## src/rtl/vga_sync_decoder.sv

```systemverilog
// Recovers pixel coordinates, lock status and timing errors from HSync/VSync.
// Define VGA_DECODE_MEASURE_EN to add the measured line/frame length outputs o_HTotal/o_VTotal.
module vga_sync_decoder #(
  parameter int H_TOTAL        = 800,
  parameter int V_TOTAL        = 525,
  parameter int H_ACTIVE_START = 144,
  parameter int H_VISIBLE      = 640,
  parameter int V_ACTIVE_START = 35,
  parameter int V_VISIBLE      = 480,
  parameter bit SYNC_ACTIVE    = 1'b0,
  parameter int LOCK_FRAMES    = 2
) (
  input  logic        i_Clk,
  input  logic        i_Reset,
  input  logic        i_HSync,
  input  logic        i_VSync,
  output logic [9:0]  o_X,
  output logic [9:0]  o_Y,
  output logic        o_Active,
  output logic        o_Locked,
  output logic        o_FrameStart,
  output logic        o_Error
`ifdef VGA_DECODE_MEASURE_EN
  ,
  output logic [10:0] o_HTotal,
  output logic [9:0]  o_VTotal
`endif
);

  localparam logic [11:0] H_END       = 12'(H_TOTAL);
  localparam logic [11:0] H_LO        = 12'(H_ACTIVE_START);
  localparam logic [11:0] H_HI        = 12'(H_ACTIVE_START + H_VISIBLE);
  localparam logic [10:0] V_END       = 11'(V_TOTAL);
  localparam logic [10:0] V_LO        = 11'(V_ACTIVE_START);
  localparam logic [10:0] V_HI        = 11'(V_ACTIVE_START + V_VISIBLE);
  localparam logic [3:0]  GOOD_TARGET = 4'(LOCK_FRAMES);
  localparam logic [10:0] H_MAX       = 11'h7ff;

  typedef enum logic [1:0] {SEARCH, ALIGN, CHECK, LOCKED} state_t;

  state_t      state_reg;
  logic        hs_reg, vs_reg;
  logic        frame_pending_reg;
  logic        first_clk_reg;
  logic [10:0] h_reg;
  logic [9:0]  v_reg;
  logic [3:0]  good_reg;

  logic        hs_edge, vs_edge, frame_line, checking;
  logic        timeout, line_bad, frame_bad, violation, in_area;
  logic [11:0] h_ext, h_inc;
  logic [10:0] v_ext, v_inc;
  logic [10:0] x_full;
  logic [9:0]  y_full;
  logic [3:0]  good_inc;

  always_comb begin
    hs_edge    = (i_HSync == SYNC_ACTIVE) && (hs_reg != SYNC_ACTIVE);
    vs_edge    = (i_VSync == SYNC_ACTIVE) && (vs_reg != SYNC_ACTIVE);
    h_ext      = {1'b0, h_reg};
    h_inc      = h_ext + 12'd1;
    v_ext      = {1'b0, v_reg};
    v_inc      = v_ext + 11'd1;
    checking   = (state_reg == CHECK) || (state_reg == LOCKED);
    // A VSync edge seen since the last line (or right now) makes this line the frame's first.
    frame_line = hs_edge && (frame_pending_reg || vs_edge);
    timeout    = (h_reg == H_MAX);
    line_bad   = hs_edge && (h_inc != H_END);
    // The alignment edge itself is not measured: v has no valid reference before it.
    frame_bad  = frame_line && checking && (v_inc != V_END);
    violation  = (state_reg != SEARCH) && (timeout || line_bad || frame_bad);
    in_area    = (state_reg == LOCKED) && (h_ext >= H_LO) && (h_ext < H_HI) &&
                 (v_ext >= V_LO) && (v_ext < V_HI);
    x_full     = h_reg - H_LO[10:0];
    y_full     = v_reg - V_LO[9:0];
    good_inc   = good_reg + 4'd1;
  end

  always_ff @(posedge i_Clk) begin
    hs_reg <= i_HSync;
    vs_reg <= i_VSync;
    if (i_Reset) begin
      state_reg         <= SEARCH;
      h_reg             <= '0;
      v_reg             <= '0;
      good_reg          <= '0;
      frame_pending_reg <= 1'b0;
      first_clk_reg     <= 1'b0;
      o_X               <= '0;
      o_Y               <= '0;
      o_Active          <= 1'b0;
      o_Locked          <= 1'b0;
      o_FrameStart      <= 1'b0;
      o_Error           <= 1'b0;
`ifdef VGA_DECODE_MEASURE_EN
      o_HTotal          <= '0;
      o_VTotal          <= '0;
`endif
    end else begin
      o_Active      <= in_area;
      o_X           <= in_area ? x_full[9:0] : 10'd0;
      o_Y           <= in_area ? y_full : 10'd0;
      o_Error       <= violation && checking;
      // Suppressed when a violation lands in the same cycle so the pulses never overlap.
      o_FrameStart  <= first_clk_reg && (state_reg == LOCKED) && !violation;
      first_clk_reg <= frame_line && !violation;
`ifdef VGA_DECODE_MEASURE_EN
      if (hs_edge)    o_HTotal <= h_inc[10:0];
      if (frame_line) o_VTotal <= v_inc[9:0];
`endif
      if (violation) begin
        state_reg         <= SEARCH;
        h_reg             <= '0;
        v_reg             <= '0;
        good_reg          <= '0;
        frame_pending_reg <= 1'b0;
        o_Locked          <= 1'b0;
      end else begin
        if (hs_edge)             h_reg <= '0;
        else if (h_reg != H_MAX) h_reg <= h_reg + 11'd1;

        if (hs_edge) begin
          v_reg             <= frame_line ? 10'd0 : v_reg + 10'd1;
          frame_pending_reg <= 1'b0;
        end else if (vs_edge) begin
          frame_pending_reg <= 1'b1;
        end

        case (state_reg)
          SEARCH: if (hs_edge) state_reg <= ALIGN;
          ALIGN: begin
            if (frame_line) begin
              state_reg <= CHECK;
              good_reg  <= '0;
            end
          end
          CHECK: begin
            if (frame_line) begin
              good_reg <= good_inc;
              if (good_inc == GOOD_TARGET) begin
                state_reg <= LOCKED;
                o_Locked  <= 1'b1;
              end
            end
          end
          default: ;
        endcase
      end
    end
  end

endmodule
```

## config.mk

```make
export PLATFORM = sky130hd
export DESIGN_NAME = vga_sync_decoder
export DESIGN_NICKNAME = d
export VERILOG_FILES = /design/src/rtl/vga_sync_decoder.sv
export SDC_FILE = /design/constraint.sdc
export NUM_CORES = 1
export LEC_CHECK = 0
export CAP_MARGIN = 0
export CORE_MARGIN = 2
export CORE_UTILIZATION = 60
export CTS_CLUSTER_SIZE = 25
export DETAILED_ROUTE_END_ITERATION = 16
export GPL_TIMING_DRIVEN = 0
export PLACE_DENSITY = 0.83
export SLEW_MARGIN = 20
export SYNTH_ARGS = -nofsm -noshare
export SYNTH_HDL_FRONTEND = slang
export SYNTH_SLANG_ARGS = --single-unit
```

## constraint.sdc

```tcl
create_clock -name i_Clk -period 5.8 [get_ports i_Clk]
set_input_delay 0.87 -clock i_Clk [delete_from_list [all_inputs] [get_ports i_Clk]]
set_output_delay 0.87 -clock i_Clk [all_outputs]
set_load 0.1 [all_outputs]
```

==> metrics.md <==
| Metric | Value |
|---|---|
| Row count | 25 |
| Initial Util | 61.2% |
| Post-CTS Setup Inserts | 0 |
| CTS root buffer | clkbuf_8 |
| Setup TNS | 0 ps |
| CTS HTree Levels | 2 |
| Die X | slightly above 70 µm |
| Setup ws final | about 3100 ps |
| WHS | between 400 and 500 ps |
| Pin count of the biggest net entering global routing | 17 |
| CP Capture Type | output port |
| Startpoint Class | flip-flop |
| P&R area growth vs syn | 14.8% |
| Synth Instances | 337 |
| Clock insertion delay at the later pin of the skew report | roughly 300 ps |
| Sequential share of the synthesized area | a little under 40% |
| Boundary pin count | 28 |
| Leakage dissipation | roughly 1.2 nW |
| Bufs on Longest Clock Path | 2 |
| Syn_area_per_cell | 8.41 µm² |
| Buf+Inv Stages, Crit Path | 1 |
| Slowest CP cell | clkdlybuf4s50_1 |
| Max_cap viols | 0 |
| DR DRC count | 0 |
| Final Max Tran Viols | 0 |
| Post-DP HPWL | 4140 µm |
| Max Clock Freq | 375 MHz |
| Crit path max-delay family | buffers and inverters |
| All-Layer GR Usage | 23.6% |
| Antenna cell count | 0 |
| First-pass GRT wire length | 10,100 µm |
| Relative slew slack | 35.1% |
| Fin crit share | 45.9% |
| Vias per cell | 5.79 |
| Final Hold Violating Endpoints | 0 |
| Cell with the most instances after synthesis | dfxtp_1 |
| Post-DR wirelength/cell | 13.8 µm |
| Most frequent cells after synthesis | dfxtp_1, nor2_1, nand2_1 |
| Final wirelength | 5850 µm |
| Unique masters post-synth | 55 |
| Final setup skew | 5.81 ps |
| DR vias | about 2,500 |
| Synth area leader | dfxtp_1 |
| Slowest stage delay, CP | roughly 1100 ps |
| PD cells | 224 mW/mm² |
| DP Worst Slack | 2930 ps |
| Vias in the first global route | ~2,300 |
| Min-delay worst type | reg2reg |
| Outcome | finished, final reports clean |
| Worst Path Required | 4930 ps |
| CP arrival | 1790 ps |
| CTS tree | built |
| Main synth FF type | dfxtp_1 |
| Resized Gates After CTS | 0 |
| Max FO, Critical Path | 2 |
| Fillcell total | 377 |
| Post-DRT Antenna Nets | 0 |
| Fraction of registers with async set/reset | 0% |
| Fin cells | 425 |
| Max VDD drop | about 0.0002 V |
| FF+latch count, synth | 55 |
| Area of the core | 0.00463 mm² |
| Post-synth EDFFs | 0 |
| Fin nets | about 390 |
| CTS Buf Count | 5 |
| Yosys top cell area share | 38.8% |
| RSZ-0062 raised after global routing | false |
| CP Class | reg2out |
| Worst Tran Pin Value | 970 ps |
| Synth Cell Area | 0.00284 mm² |
| Final setup vio count | 0 |
| Max FFs per register | 11 |
| Die Y-Extent | about 73 µm |
| Placed cell count | between 400 and 500 |
| Ys Warns | 0 |
| Clk pin slew, worst setup/hold paths | 90 ps |
| Sink Count | 55 |
| DR pass1 iterations | 4 |
| Top cells by area, synth | dfxtp_1, ha_1, nor2_1 |
| Crit path cell chain | clkdlybuf4s50_1 |
| # hold bufs at CTS | 0 |
| Die ar. | 0.00529 mm² |
| Initial antenna violation count | 0 |
| Port bufs | 27 |
| Initial DRC Count | around 160 |
| GRT overflow | 0 |
| Synth Net Count | 355 |
| RD Place Congestion | 0.860 |
| Min Tclk post-route | 2660 ps |
| Share of cells above drive strength 1 | between 9 and 10% |
-- through the flow --
stage          utilization, %  power [W]  area, µm²
2_1_floorplan               -   0.000504       2840
3_3_place_gp             68.5   0.000530       3170
3_5_place_dp             68.5   0.000534       3170
4_1_cts                  70.3   0.000732       3260
5_1_grt                  70.3   0.000765       3260
6_report                 70.3   0.000729       3260
-- per-layer routing --
layer / global-route usage (%) / up-vias / share of wire, %
met5: 0 / - / 0
met4: 7.00 / 0 / 1.2
met3: 4.97 / 8 / 5.0
met2: 38.9 / 75 / 47
met1: 31.2 / 1129 / 47
li1: - / 1247 / -
-- report_power, final --
part	total, W	switching [W]	internal, W
combinational	0.000130	0.0000811	0.0000491
sequential	0.000396	0.00000972	0.000387
clock	0.000203	0.000120	0.0000828
-- cells by family (layout without fill, tap and decap cells) --
| family | after synthesis | in the layout | synth area share (%) |
|---|---|---|---|
| flops | 55 | 55 | 38.8 |
| buf+inv | 39 | 73 | 7.06 |
| fa+ha+maj | 14 | 14 | 6.18 |
| mux | 3 | 3 | 1.06 |
| compound gates | 64 | 64 | 14.3 |
| xor+xnor | 18 | 18 | 5.56 |
| simple gates | 144 | 144 | 27.0 |
-- path summary, 6_finish.rpt --
path                       from           end  slack [ps]  cells after the start
setup / recovery       o_Locked      o_Locked        3140                      1
hold / removal    first_clk_reg  o_FrameStart         430                      2
setup reg to reg       v_reg[0]      o_Locked        3230                      9
hold reg to reg   first_clk_reg  o_FrameStart         430                      2
-- final cells by class --
cell class / count / area [µm²] / share of cell area [%]
Multi-Input combinational cell: 243 / 1530 / 47.1
Timing Repair Buffer: 27 / 270 / 8.30
Buffer: 24 / 144 / 4.42
Clock inverter: 2 / 13.8 / 0.423
Sequential cell: 55 / 1100 / 33.8
Tap cell: 54 / 67.6 / 2.08
Clock buffer: 5 / 68.8 / 2.11
Inverter: 15 / 56.3 / 1.73
-- cells in the final DEF, fill, tap and decap left out, types with 11 or more instances in the layout --
cell              n
dfxtp_1          55
nor2_1           42
clkdlybuf4s50_1  27
nand2_1          24
a21oi_1          20
nor3_1           19
xnor2_1          16
inv_1            15
ha_1             14
o21ai_0          12
nor4_1           11
Note: power is estimated with default switching activity, not from simulation.
